--- src/rtl/pipeline_stage_reg.sv ---
// Elastic pipeline stage register with valid/ready handshake, nullify/stall/bubble
// control (priority reset > nullify > stall > bubble > normal), an optional skid
// entry that lets in_ready be registered, and saturating stall/bubble counters.
module pipeline_stage_reg #(
    parameter int WIDTH = 64,
    parameter int SKID  = 1,
    parameter int CNT_W = 16
) (
    input  logic             clk,
    input  logic             reset,
    input  logic             nullify,
    input  logic             stall,
    input  logic             bubble,
    input  logic             in_valid,
    input  logic [WIDTH-1:0] in_data,
    output logic             in_ready,
    output logic             out_valid,
    output logic [WIDTH-1:0] out_data,
    input  logic             out_ready,
    output logic [1:0]       occupancy,
    output logic [CNT_W-1:0] stall_count,
    output logic [CNT_W-1:0] bubble_count
);

    localparam bit             USE_SKID = (SKID != 0);
    localparam logic [CNT_W-1:0] CNT_ONE = 1;

    logic             skid_valid;
    logic [WIDTH-1:0] skid_data;
    logic             in_ready_r;

    logic             acc;
    logic             adv;
    logic             n_out_valid;
    logic [WIDTH-1:0] n_out_data;
    logic             n_skid_valid;
    logic [WIDTH-1:0] n_skid_data;

    // Downstream can take a new word when nothing blocks the main register.
    assign adv = !stall && !bubble && (out_ready || !out_valid);

    // Without a skid the stage can only accept what it can place this cycle, so
    // in_ready is combinational; with a skid it is simply "skid is empty", registered.
    assign in_ready = USE_SKID ? in_ready_r
                               : (!reset && !nullify && adv);

    assign acc       = in_valid && in_ready;
    assign occupancy = {1'b0, out_valid} + {1'b0, skid_valid};

    // Next-state for the main register and skid entry (reset applied in the flop block).
    always_comb begin
        n_out_valid  = out_valid;
        n_out_data   = out_data;
        n_skid_valid = skid_valid;
        n_skid_data  = skid_data;
        if (nullify) begin
            // Flush everything; a same-cycle acceptance is dropped too.
            n_out_valid  = 1'b0;
            n_out_data   = '0;
            n_skid_valid = 1'b0;
            n_skid_data  = '0;
        end else if (stall || bubble) begin
            if (bubble && !stall) begin
                n_out_valid = 1'b0;
                n_out_data  = '0;
            end
            // in_ready=1 implies the skid is empty, so acc can always park there.
            if (USE_SKID && acc) begin
                n_skid_valid = 1'b1;
                n_skid_data  = in_data;
            end
        end else if (adv) begin
            if (USE_SKID && skid_valid) begin
                // Drain the older skid word first to keep FIFO order.
                n_out_valid  = 1'b1;
                n_out_data   = skid_data;
                n_skid_valid = acc;
                if (acc) n_skid_data = in_data;
            end else begin
                n_out_valid = acc;
                if (acc) n_out_data = in_data;
            end
        end else if (USE_SKID && acc) begin
            n_skid_valid = 1'b1;
            n_skid_data  = in_data;
        end
    end

    // State registers; in_ready_r is held low through reset and rises one cycle later.
    always_ff @(posedge clk) begin
        if (reset) begin
            out_valid  <= 1'b0;
            out_data   <= '0;
            skid_valid <= 1'b0;
            skid_data  <= '0;
            in_ready_r <= 1'b0;
        end else begin
            out_valid  <= n_out_valid;
            out_data   <= n_out_data;
            skid_valid <= n_skid_valid;
            skid_data  <= n_skid_data;
            in_ready_r <= !n_skid_valid;
        end
    end

    // Saturating performance counters; stall takes precedence over bubble.
    always_ff @(posedge clk) begin
        if (reset) begin
            stall_count  <= '0;
            bubble_count <= '0;
        end else begin
            if (!nullify && stall && out_valid && !(&stall_count))
                stall_count <= stall_count + CNT_ONE;
            if (!nullify && bubble && !stall && !(&bubble_count))
                bubble_count <= bubble_count + CNT_ONE;
        end
    end

endmodule
--- config.mk ---
export PLATFORM = sky130hd
export DESIGN_NAME = pipeline_stage_reg
export DESIGN_NICKNAME = d
export VERILOG_FILES = /design/src/rtl/pipeline_stage_reg.sv
export SDC_FILE = /design/constraint.sdc
export NUM_CORES = 1
export LEC_CHECK = 0
export CORE_MARGIN = 10
export CORE_UTILIZATION = 55
export DETAILED_ROUTE_END_ITERATION = 8
export DONT_BUFFER_PORTS = 1
export PLACE_DENSITY_LB_ADDON = 0.08
export SYNTH_ARGS = -nofsm -noshare
export SYNTH_HDL_FRONTEND = slang
export SYNTH_SLANG_ARGS = --single-unit
--- constraint.sdc ---
create_clock -name clk -period 3.8 [get_ports clk]
set_input_delay 0.57 -clock clk [delete_from_list [all_inputs] [get_ports clk]]
set_output_delay 0.57 -clock clk [all_outputs]
set_load 0.03 [all_outputs]
# Word level (Yosys, flattened, before mapping)
# Cells that the tools add are included.
[word_totals] register_bits=163 output_inout_bits=100
[classes] add_sub_neg=3 eq_ne=2 mux=18 n_reduce_logical=26
[ops] cell="two-way mux 64 bit" n=9
[ops] cell="adder 16 x 1 -> 16 bit (second input constant)" n=2
[ops] cell="AND reduction 16 bit" n=2
[ops] cell="logical AND 1 bit" n=10
[ops] cell="two-way mux 1 bit" n=9
[ops] cell="zero test 1 bit" n=7
[ops] cell="inequality test 3 x 2 -> 1 bit (second input constant)" n=1
[ops] cell="AND reduction 3 bit" n=1
[ops] cell="nonzero test 3 bit" n=1
[ops] cell="adder 1 x 1 -> 2 bit" n=1
[ops] cell="logical OR 1 bit" n=2
[ops] cell="inequality test 2 x 1 -> 1 bit (second input constant)" n=1
[ops] cell="AND reduction 2 bit" n=1
[ops] cell="nonzero test 2 bit" n=1
[ops] cell="OR reduction 2 bit" n=1

# Logic depth before layout (Yosys ltp)
# Gate-level depths: netlist of the first run.
[depth] word_depth=7 ltp_mapped=7 mapped_depth_nobuf=5

# Worst setup path before layout of the first run
# Ideal clock, no wire load.
[synth_timing] kind="input -> register" start="input port stall" end="register stall_count[9]" setup_ns=0.070 arrival_ns=2.059 required_time_ns=3.730 setup_slack_ns=1.670 cell_stages=6 n_path_buf=2 cell_sequence="buf_6 > nand4b_4 > or4_1 > buf_2 > or4_1 > a21oi_1"
[synth_between] elab_chain_len=3
[synth_lines] item="start: declaration" line_no="12" source="input logic stall,"
[synth_lines] item="logical AND 1 bit (3 in a row)" line_no="112" source="if (!nullify && stall && out_valid && !(&stall_count))"
[synth_lines] item="end signal: assignment" line_no="113" source="stall_count <= stall_count + CNT_ONE;"
[synth_lines] item="end: declaration" line_no="21" source="output logic [CNT_W-1:0] stall_count,"
# No other way between the ends.
# A chain may end at the register's enable or synchronous reset.

# Worst setup path in the final report of the first run
[layout_timing] start="register out_valid" end="register out_data[42]"
[layout_between] elab_chain_len=5
[layout_lines] item="start: declaration" line_no="17" source="output logic out_valid,"
[layout_lines] item="start signal: assignment" line_no="98" source="out_valid <= n_out_valid;"
[layout_lines] item="zero test 1 bit" line_no="40" source="assign adv = !stall && !bubble && (out_ready || !out_valid);"
[layout_lines] item="logical OR 1 bit" line_no="40"
[layout_lines] item="logical AND 1 bit" line_no="40"
[layout_lines] item="nonzero test 2 bit (no source line)"
[layout_lines] item="AND reduction 3 bit (no source line)"
[layout_lines] item="end signal: assignment" line_no="99" source="out_data <= n_out_data;"
[layout_lines] item="end: declaration" line_no="18" source="output logic [WIDTH-1:0] out_data,"
# No other way between the ends.

==> results of run 1 <==
==> Yosys cell counts, types with 2 or more instances <==
cell type  number  area share, %
nor4_1          3           0.27
a311oi_1        2           0.25
nor3_1          9           0.64
clkbuf_1       51            2.7
or2_2           3           0.27
or3_1           5           0.44
nand2_1       208             11
mux2_2         68             11
or4_1          15            1.6
a21oi_1       155             11
o21ba_2         2           0.28
ha_1            3           0.53
and4_1          4           0.49
buf_1           8           0.42
nand2b_1        4           0.35
nor2b_1         6           0.53
nand3_1        71            5.0
nand4_1        13            1.1
o21ai_0         9           0.64
dfxtp_1       163             46
and3_1          3           0.27
buf_2           5           0.35
inv_1           3           0.16
o31ai_1        13            1.4
nor2_1         13           0.69
==> flip-flops by register name, summed over array words and instances, names as in the netlist <==
name	count
bubble_count	16
in_ready	1
out_data	64
out_valid	1
skid_data	64
skid_valid	1
stall_count	16
==> power groups by stage <==
stage	registers (mW)	clock network, mW	logic, mW
floorplan	1.80	0	0.181
global placement	1.81	0	0.202
detailed placement	1.81	0	0.208
CTS	1.77	1.70	0.210
global route	1.77	1.78	0.232
finish	1.77	1.68	0.209
==> metrics by stage <==
step	setup WS, ns	util (%)	cells	power, mW
floorplan	1.67	-	858	1.98
global placement	1.10	56.7	974	2.01
detailed placement	0.990	56.7	974	2.02
CTS	0.972	61.2	1006	3.68
global route	0.725	61.2	1006	3.79
finish	1.01	61.2	1006	3.66
==> worst max-delay path, stage by stage (launching register included) <==
cell and delay (ns):
dfxtp_1 0.63, nor2b_1 0.55, o31a_2 0.93, buf_4 0.35, nand2_1 0.08, a21oi_1 0.15
==> cell type report <==
cell class | instances | area, sq um | area share (%)
flip-flops and latches | 163 | 3270 | 42.3
inverters | 3 | 11.3 | 0.146
well taps | 172 | 215 | 2.79
multi-input cells | 627 | 3590 | 46.4
repair buffers | 9 | 67.6 | 0.874
clock inverters | 11 | 126 | 1.64
clock buffers | 21 | 450 | 5.83
==> layout by cell type (no fill, tap or decap), drive strengths merged, types with 2 or more instances in the layout <==
| master | synthesis | layout |
|---|---|---|
| nand2 | 208 | 208 |
| dfxtp | 163 | 163 |
| a21oi | 155 | 155 |
| nand3 | 71 | 71 |
| mux2 | 68 | 68 |
| clkbuf | 51 | 21 |
| or4 | 15 | 15 |
| o31ai | 14 | 14 |
| nand4 | 13 | 13 |
| nor2 | 13 | 13 |
| nor3 | 9 | 9 |
| o21ai | 9 | 9 |
| buf | 14 | 9 |
| nor2b | 6 | 6 |
| inv | 3 | 6 |
| or3 | 5 | 5 |
| nand2b | 4 | 4 |
| and4 | 4 | 4 |
| nor4 | 4 | 4 |
| clkinv | 0 | 4 |
| and3 | 3 | 3 |
| ha | 3 | 3 |
| or2 | 3 | 3 |
| o21ba | 2 | 2 |
| a311oi | 2 | 2 |
| clkinvlp | 0 | 2 |
| bufinv | 0 | 2 |
| and2 | 2 | 2 |
==> logic make-up after synthesis <==
kind of cell	share of synthesized area [%]
multiplexers	11.0
buffers and inverters	3.80
flip-flops	46.1
adder cells (fa/ha/maj)	0.530
XOR/XNOR	0.124
AO/OA/AOI/OAI	14.6
AND/OR/NAND/NOR	23.9
==> worst paths after layout <==
path            startpoint                to  slack, ns  depth (start not counted)
min reg2reg  skid_data[19]     skid_data[19]       0.45                          2
max              out_valid      out_data[42]       1.01                          5
min                  reset  bubble_count[15]       0.21                          1
max reg2reg      out_valid      out_data[42]       1.01                          5
==> metal layers <==
metal,track usage (%),share of wire (%),vias up
met2,31.2,46,231
met4,7.50,2.2,0
li1,-,-,2927
met5,0,0,-
met3,11.5,13,31
met1,23.7,39,2861
==> out/results.tsv, run 1 <==
metric	value	unit
worst_hold_path_type	input pin to flop	
max_freq	0.358	GHz
cts_buffer_depth	2	
synth_warnings	0	
ys_async_sr_fraction	0	%
outcome	finished, final reports clean	
grtUsageTotal	20.5	%
period_minus_slack	2.79	ns
final_nets	895	
cts.sinks	163	
fin_crit_sh	73.4	%
drt_wl_total	18.9	mm
post-route-drc-count	0	
grt_overflow	0	
grt_max_degree	70	
finalSetupViolCount	0	
ir_worst_vdd	0.000324	V
hold_slack	0.214	ns
p_leak	2.40	nW
seqPwrFrac	48.5	%
power_density	473	nW/um^2
clk_latency	0.42	ns
core	12600	sq um
synth_area	7080	sq um
tightest_slew	1.07	ns
antenna_found_initial	0	
die_area	17800	sq um
worstSetupPathType	flop to flop	
cts_resized	0	
numCtsBuffers	17	
synth_edf_count	0	
yosysSeqAreaShare	46.1	%
grt_pass1_vias	5622	
drive_above_1_share	14.5	%
final.setup.tns	0	ns
crit_path_max_fanout	50	
relSlewSlack	28.4	%
fin_skew	0.00761	ns
swShare	23.6	%
io_pins	171	
ctsHtreeMaxLevel	4	
clk_pin_slew	0.06	ns
cts_setup_buffers	0	
cts_tree	built	
grt_pass1_wl	29.9	mm
stdcell_area	7730	sq um
start_kind	flop	
grt_setup_unrepaired	no	
end_kind	flop	
gp_congestion	0.837	
postPlaceCellArea	7150	sq um
drt-pass1-iter-count	5	
synth_seq_cells	163	
port_buffers	0	
drt_iter0_drc	393	
drtAntennaViolNets	0	
hpwl	12.5	mm
antennaDiodeCount	0	
vias_per_cell	6.01	
routedWlPerCell	18.8	um
clkPwrFrac	45.8	%
finalMaxSlewViolations	0	
yosysUniqueCellTypes	44	
power.internal	2.79	mW
synth_top_flop_cell	dfxtp_1	
synth_fp_nets	932	
rows	41	
syn_area_per_cell	8.25	sq um
area_delta_synth_final	9.10	%
max_cap_violations	0	
syn_inst	858	
vias	6050	
cts-root-buf	clkbuf_16	
start_util	56.1	%
switchingPower	861	uW
hold_viol	0	
combPwrFrac	5.7	%
postCtsHoldBufs	0	
crit_required	4.15	ns
worstPathArrival	3.14	ns
fillCellCount	1113	
die_h	133	um
dieWidth	133	um
Power figures use the tool's default switching activity.
==> inputs of run 2 (changes only) <==
Clock period 3.8 ns to 2.4 ns, I/O delays scaled along.
==> run 2 against run 1 <==
  * Setup slack got worse by 0.68 ns
  * Largest cell class unchanged
  * First-iteration DRC count increased by 18%
  * Routed wire length grew 1.1%
  * Core utilization increased by 2.3 points
  * Global-route usage is 0.39 points higher
==> out/results.tsv, run 2 (synthesis results as in run 1) <==
metric	value	unit	change
die_area	17800	sq um	unchanged
ir_worst_vdd	0.000473	V	+46%
vias_per_cell	5.88		-2.2%
fin_crit_sh	86.3	%	+13 points
port_buffers	0		unchanged
tightest_slew	1.07	ns	-0.00360 ns
dp_cells	999		+2.6%
final.setup.tns	0	ns	unchanged
vias	6061		+0.18%
fin_skew	0.00856	ns	+0.000943 ns
cts_resized	0		unchanged
grtUsageTotal	20.9	%	+0.39 points
io_pins	171		unchanged
final_common_cell	nand2_1		
drtAntennaViolNets	0		unchanged
finalMaxSlewViolations	0		unchanged
routedWlPerCell	18.5	um	-1.3%
fin_cells	1031		+2.5%
dieWidth	133	um	unchanged
cts_buffer_depth	2		unchanged
mostFrequentLayoutCells	nand2_1, dfxtp_1, a21oi_1, nand3_1, mux2_2		
die_h	133	um	unchanged
worstPathArrival	2.41	ns	-0.73 ns
grt_max_degree	131		+87%
numCtsBuffers	17		unchanged
crit_required	2.74	ns	-1.41 ns
max_freq	0.483	GHz	+35%
grt_setup_unrepaired	no		
gp_congestion	0.829		-0.99%
outcome	finished, final reports clean		
power_density	762	nW/um^2	+61%
finalSetupViolCount	0		unchanged
clk_latency	0.43	ns	about the same
drt_wl_total	19.1	mm	+1.1%
end_kind	flop		
hpwl	12.8	mm	+1.8%
cts_tree	built		
drt_iter0_drc	464		+18%
rows	41		unchanged
hold_viol	0		unchanged
crit_path_max_fanout	9		-82%
start_kind	flop		
post-route-drc-count	0		unchanged
area_delta_synth_final	13.2	%	
p_leak	2.58	nW	+7.5%
reg_top3	out_data (64), skid_data (64)		
cts-root-buf	clkbuf_16		
ctsHtreeMaxLevel	4		unchanged
antennaDiodeCount	0		unchanged
clk_pin_slew	0.06	ns	about the same
drive_above_1_share	17.2	%	+2.7 points
grt_pass1_vias	5887		+4.7%
cts.sinks	163		unchanged
grt_pass1_wl	30.7	mm	+2.4%
worstSetupPathType	flop to flop		
core	12600	sq um	unchanged
period_minus_slack	2.07	ns	-0.718 ns
drt-pass1-iter-count	4		-1
fillCellCount	1127		+1.3%
worst_hold_path_type	input pin to flop		
max_cap_violations	0		unchanged
final_nets	921		+2.9%
start_util	56.1	%	unchanged
relSlewSlack	28.4	%	about the same
grt_overflow	0		unchanged
antenna_found_initial	0		unchanged
## run 2: worst paths after layout
| check | startpoint | end | slack [ns] | cells after the start |
|---|---|---|---|---|
| setup / recovery | out_valid | stall_count[9] | 0.33 | 4 |
| hold / removal | reset | stall_count[2] | 0.02 | 1 |
| setup reg to reg | out_valid | stall_count[9] | 0.33 | 4 |
| hold reg to reg | skid_data[2] | skid_data[2] | 0.45 | 2 |
## run 2: critical path, cell delays in order (launching register included)
cell and delay, ns:
dfxtp_1 0.44, nand4b_4 0.13, or4_1 0.69, or4_1 0.56, a21oi_1 0.16
## run 2: metrics by stage
| step | instance area [sq um] | total power, mW | hold WS (ns) | util [%] | setup slack [ns] |
|---|---|---|---|---|---|
| after CTS | 8020 | 6.16 | 0.00393 | 63.5 | 0.329 |
| after global routing | 8020 | 6.32 | 0.00668 | 63.5 | 0.199 |
| after floorplan | 7080 | 3.13 | 0.433 | - | 0.329 |
| after detailed placement | 7360 | 3.21 | 0.435 | 58.3 | 0.358 |
| final | 8020 | 6.11 | 0.0215 | 63.5 | 0.328 |
| after global placement | 7360 | 3.20 | 0.434 | 58.3 | 0.426 |
## run 2: final cells by class
class / instances / area [sq um] / area share, %
timing repair buffer: 35 / 290 / 3.62
multi-input combinational: 627 / 3590 / 44.8
clock buffer: 18 / 439 / 5.48
sequential: 163 / 3270 / 40.7
tap: 172 / 215 / 2.68
clock inverter: 13 / 206 / 2.57
inverter: 3 / 11.3 / 0.140
## run 2: where the power goes
part           internal, mW  switching, mW  total [mW]
combinational         0.131          0.239       0.370
clock                  1.87           1.08        2.95
sequential             2.74         0.0468        2.79
## run 2: routing by layer
metal	global-route usage [%]	routed length (um)
met1	24.0	7490
met2	33.1	9120
met3	10.1	2070
met4	7.74	419
met5	0	0
## run 2: repair_timing
action                                 4_1_cts  5_1_grt
buffers inserted                             0        0
hold buffers                                 1        0
endpoints found under the hold margin       27        0
==> inputs of run 3 (changes only) <==
Settings changed: CORE_MARGIN 10 to not set.
==> run 3 against run 2 <==
  * Setup slack better by 0.0086 ns
  * First-iteration DRC count is 4.5% higher
  * Clock skew is 0.0029 ns higher
  * Clock-buffer cell count is 3 higher
  * Final cell count is 0.48% higher
  * Critical path depth is 2 higher
  * Maximum frequency is 0.42% higher
  * Combinational power is 4% higher
  * Total power is 0.26% higher
  * Core utilization is 0.91 points higher
==> out/results.tsv, run 3 (synthesis results as in run 1) <==
metric	value	unit	change
clk_pin_slew	0.06	ns	about the same
max_cap_violations	0		unchanged
cts_buffer_depth	2		unchanged
fillCellCount	1093		-3.0%
drt_wl_total	18.0	mm	-5.8%
grt_pass1_wl	28.3	mm	-7.8%
slowest_stage	dfxtp_1		
antennaDiodeCount	0		unchanged
dieWidth	115	um	-13%
drive_above_1_share	17.4	%	+0.13 points
drt-pass1-iter-count	5		+1
power.internal	4.74	mW	about the same
wl_met1	7.20	mm	-4.0%
hold_viol	0		unchanged
relSlewSlack	51.1	%	+23 points
hpwl	11.6	mm	-9.5%
fin_crit_sh	86.0	%	-0.36 points
crit_path_max_fanout	11		+2
worst_hold_path_type	input pin to flop		
finalSetupViolCount	0		unchanged
clk_latency	0.42	ns	about the same
final_common_cell	nand2_1		
ctsHtreeMaxLevel	4		unchanged
period_minus_slack	2.06	ns	-0.00861 ns
io_pins	171		unchanged
worstSetupPathType	flop to flop		
r2r-start	bubble_count[0]		
grt_pass1_vias	5857		-0.51%
p_leak	2.62	nW	+1.3%
end_kind	flop		
hold_slack	0.0169	ns	-0.00458 ns
gp_congestion	0.861		+3.9%
clkPwrFrac	48.1	%	-0.2 points
r2r_cells	6		+2
rr_endpoint	bubble_count[4]		
critPathTopFamily	flip-flops		
grt_setup_unrepaired	no		
grt_max_degree	65		-50%
die_area	13300	sq um	-25%
seqPwrFrac	45.5	%	about the same
drt_iter0_drc	485		+4.5%
mostFrequentLayoutCells	nand2_1, dfxtp_1, a21oi_1, nand3_1, mux2_2		
reg_top3	out_data (64), skid_data (64)		
crit_required	2.72	ns	-0.02 ns
numCtsBuffers	17		unchanged
wl_met2	8.84	mm	-3.1%
rows	41		unchanged
timing.final.ws_setup	0.337	ns	+0.00861 ns
routedWlPerCell	17.4	um	-6.2%
combPwrFrac	6.3	%	+0.2 points
tightest_slew	0.731	ns	-0.339 ns
route.met3.wl	1.56	mm	-25%
cts.sinks	163		unchanged
power_density	756	nW/um^2	-0.75%
drtAntennaViolNets	0		unchanged
vias	6156		+1.6%
post-place-ws	0.343	ns	-0.0155 ns
ir_worst_vdd	0.000487	V	+2.9%
final.setup.tns	0	ns	unchanged
holdCritStartpoint	reset		
grt_overflow	0		unchanged
port_buffers	0		unchanged
hold_end	stall_count[3]		
path_cells	ha_1, nand3_1, nor4_2, buf_4, nor2_1, a311oi_1		
outcome	finished, final reports clean		
start_kind	flop		
max_stage_delay	0.59	ns	-0.10 ns
post-route-drc-count	0		unchanged
cts_setup_buffers	0		unchanged
rrSetupSlack	0.34	ns	about the same
fin_skew	0.0114	ns	+0.00287 ns
worstPathArrival	2.38	ns	-0.03 ns
swShare	22.6	%	+0.13 points
finalMaxSlewViolations	0		unchanged
grtUsageTotal	27.2	%	+6.2 points
final_nets	925		+0.43%
max_freq	0.485	GHz	+0.42%
cts_resized	0		unchanged
vias_per_cell	5.94		+1.1%
area_delta_synth_final	14.4	%	
start_util	56.3	%	+0.23 points
ff_latch_area	3270	sq um	unchanged
switchingPower	1.38	mW	+0.86%
cts-root-buf	clkbuf_16		
core	12600	sq um	-0.41%
postCtsHoldBufs	3		+2
die_h	115	um	-13%
path_buf_inv	1		+1
hold_path_depth	1		unchanged
multi_input_area	3590	sq um	unchanged
antenna_found_initial	0		unchanged
cts_tree	built		
top_layer	met4		
-- run 3: cell count changes in the layout (fill, tap and decap cells not counted) --
cell	previous run	this run
inv_6	1	2
buf_12	2	5
clkinv_2	3	2
clkbuf_8	1	4
buf_4	32	30
clkinv_4	2	1
dlygate4sd3_1	1	4
bufinv_16	5	4
-- run 3: how the worst max path moves through the flow --
stage,endpoint,start,slack (ns),cells after the start
4_1_cts,bubble_count[4],bubble_count[0],0.34,6
2_1_floorplan,stall_count[9],out_valid,0.33,5
3_3_place_gp,bubble_count[14],bubble_count[0],0.41,5
5_1_grt,bubble_count[4],bubble_count[0],0.16,6
6_report,bubble_count[4],bubble_count[0],0.34,6
3_5_place_dp,bubble_count[4],bubble_count[0],0.34,6
-- run 3: worst reg2reg max path, delay by kind of cell (launching register included) --
kind	cells	cell delay (ns)
simple gates	3	0.56
buf+inv	1	0.22
fa+ha+maj	1	0.29
flops	1	0.59
compound gates	1	0.30
-- run 3: per-layer routing --
layer / up-vias / global-route usage, %
met2: 189 / 45.9
li1: 2990 / -
met3: 29 / 9.78
met5: - / 0
met4: 0 / 11.5
met1: 2948 / 31.0
-- run 3: power groups by stage --
stage / logic, mW / registers, mW / clock network (mW)
global placement: 0.364 / 2.85 / 0
finish: 0.386 / 2.79 / 2.95
global route: 0.421 / 2.79 / 3.12
CTS: 0.385 / 2.79 / 3.00
floorplan: 0.286 / 2.84 / 0
detailed placement: 0.373 / 2.85 / 0
-- run 3: area by class of cell --
| type | instances | share of cell area (%) |
|---|---|---|
| clock inverter | 11 | 2.12 |
| multi-input combinational | 627 | 44.3 |
| sequential | 163 | 40.3 |
| clock buffer | 21 | 5.93 |
| inverter | 3 | 0.139 |
| tap | 172 | 2.66 |
| timing repair buffer | 39 | 4.51 |
-- run 3: metrics by stage --
stage / instances / utilization [%] / total power, mW / area, sq um
after floorplan: 858 / - / 3.13 / 7080
after global placement: 1000 / 58.9 / 3.21 / 7410
after detailed placement: 1000 / 58.9 / 3.22 / 7410
after CTS: 1035 / 64.4 / 6.17 / 8090
after global routing: 1036 / 64.4 / 6.33 / 8100
final: 1036 / 64.4 / 6.12 / 8100
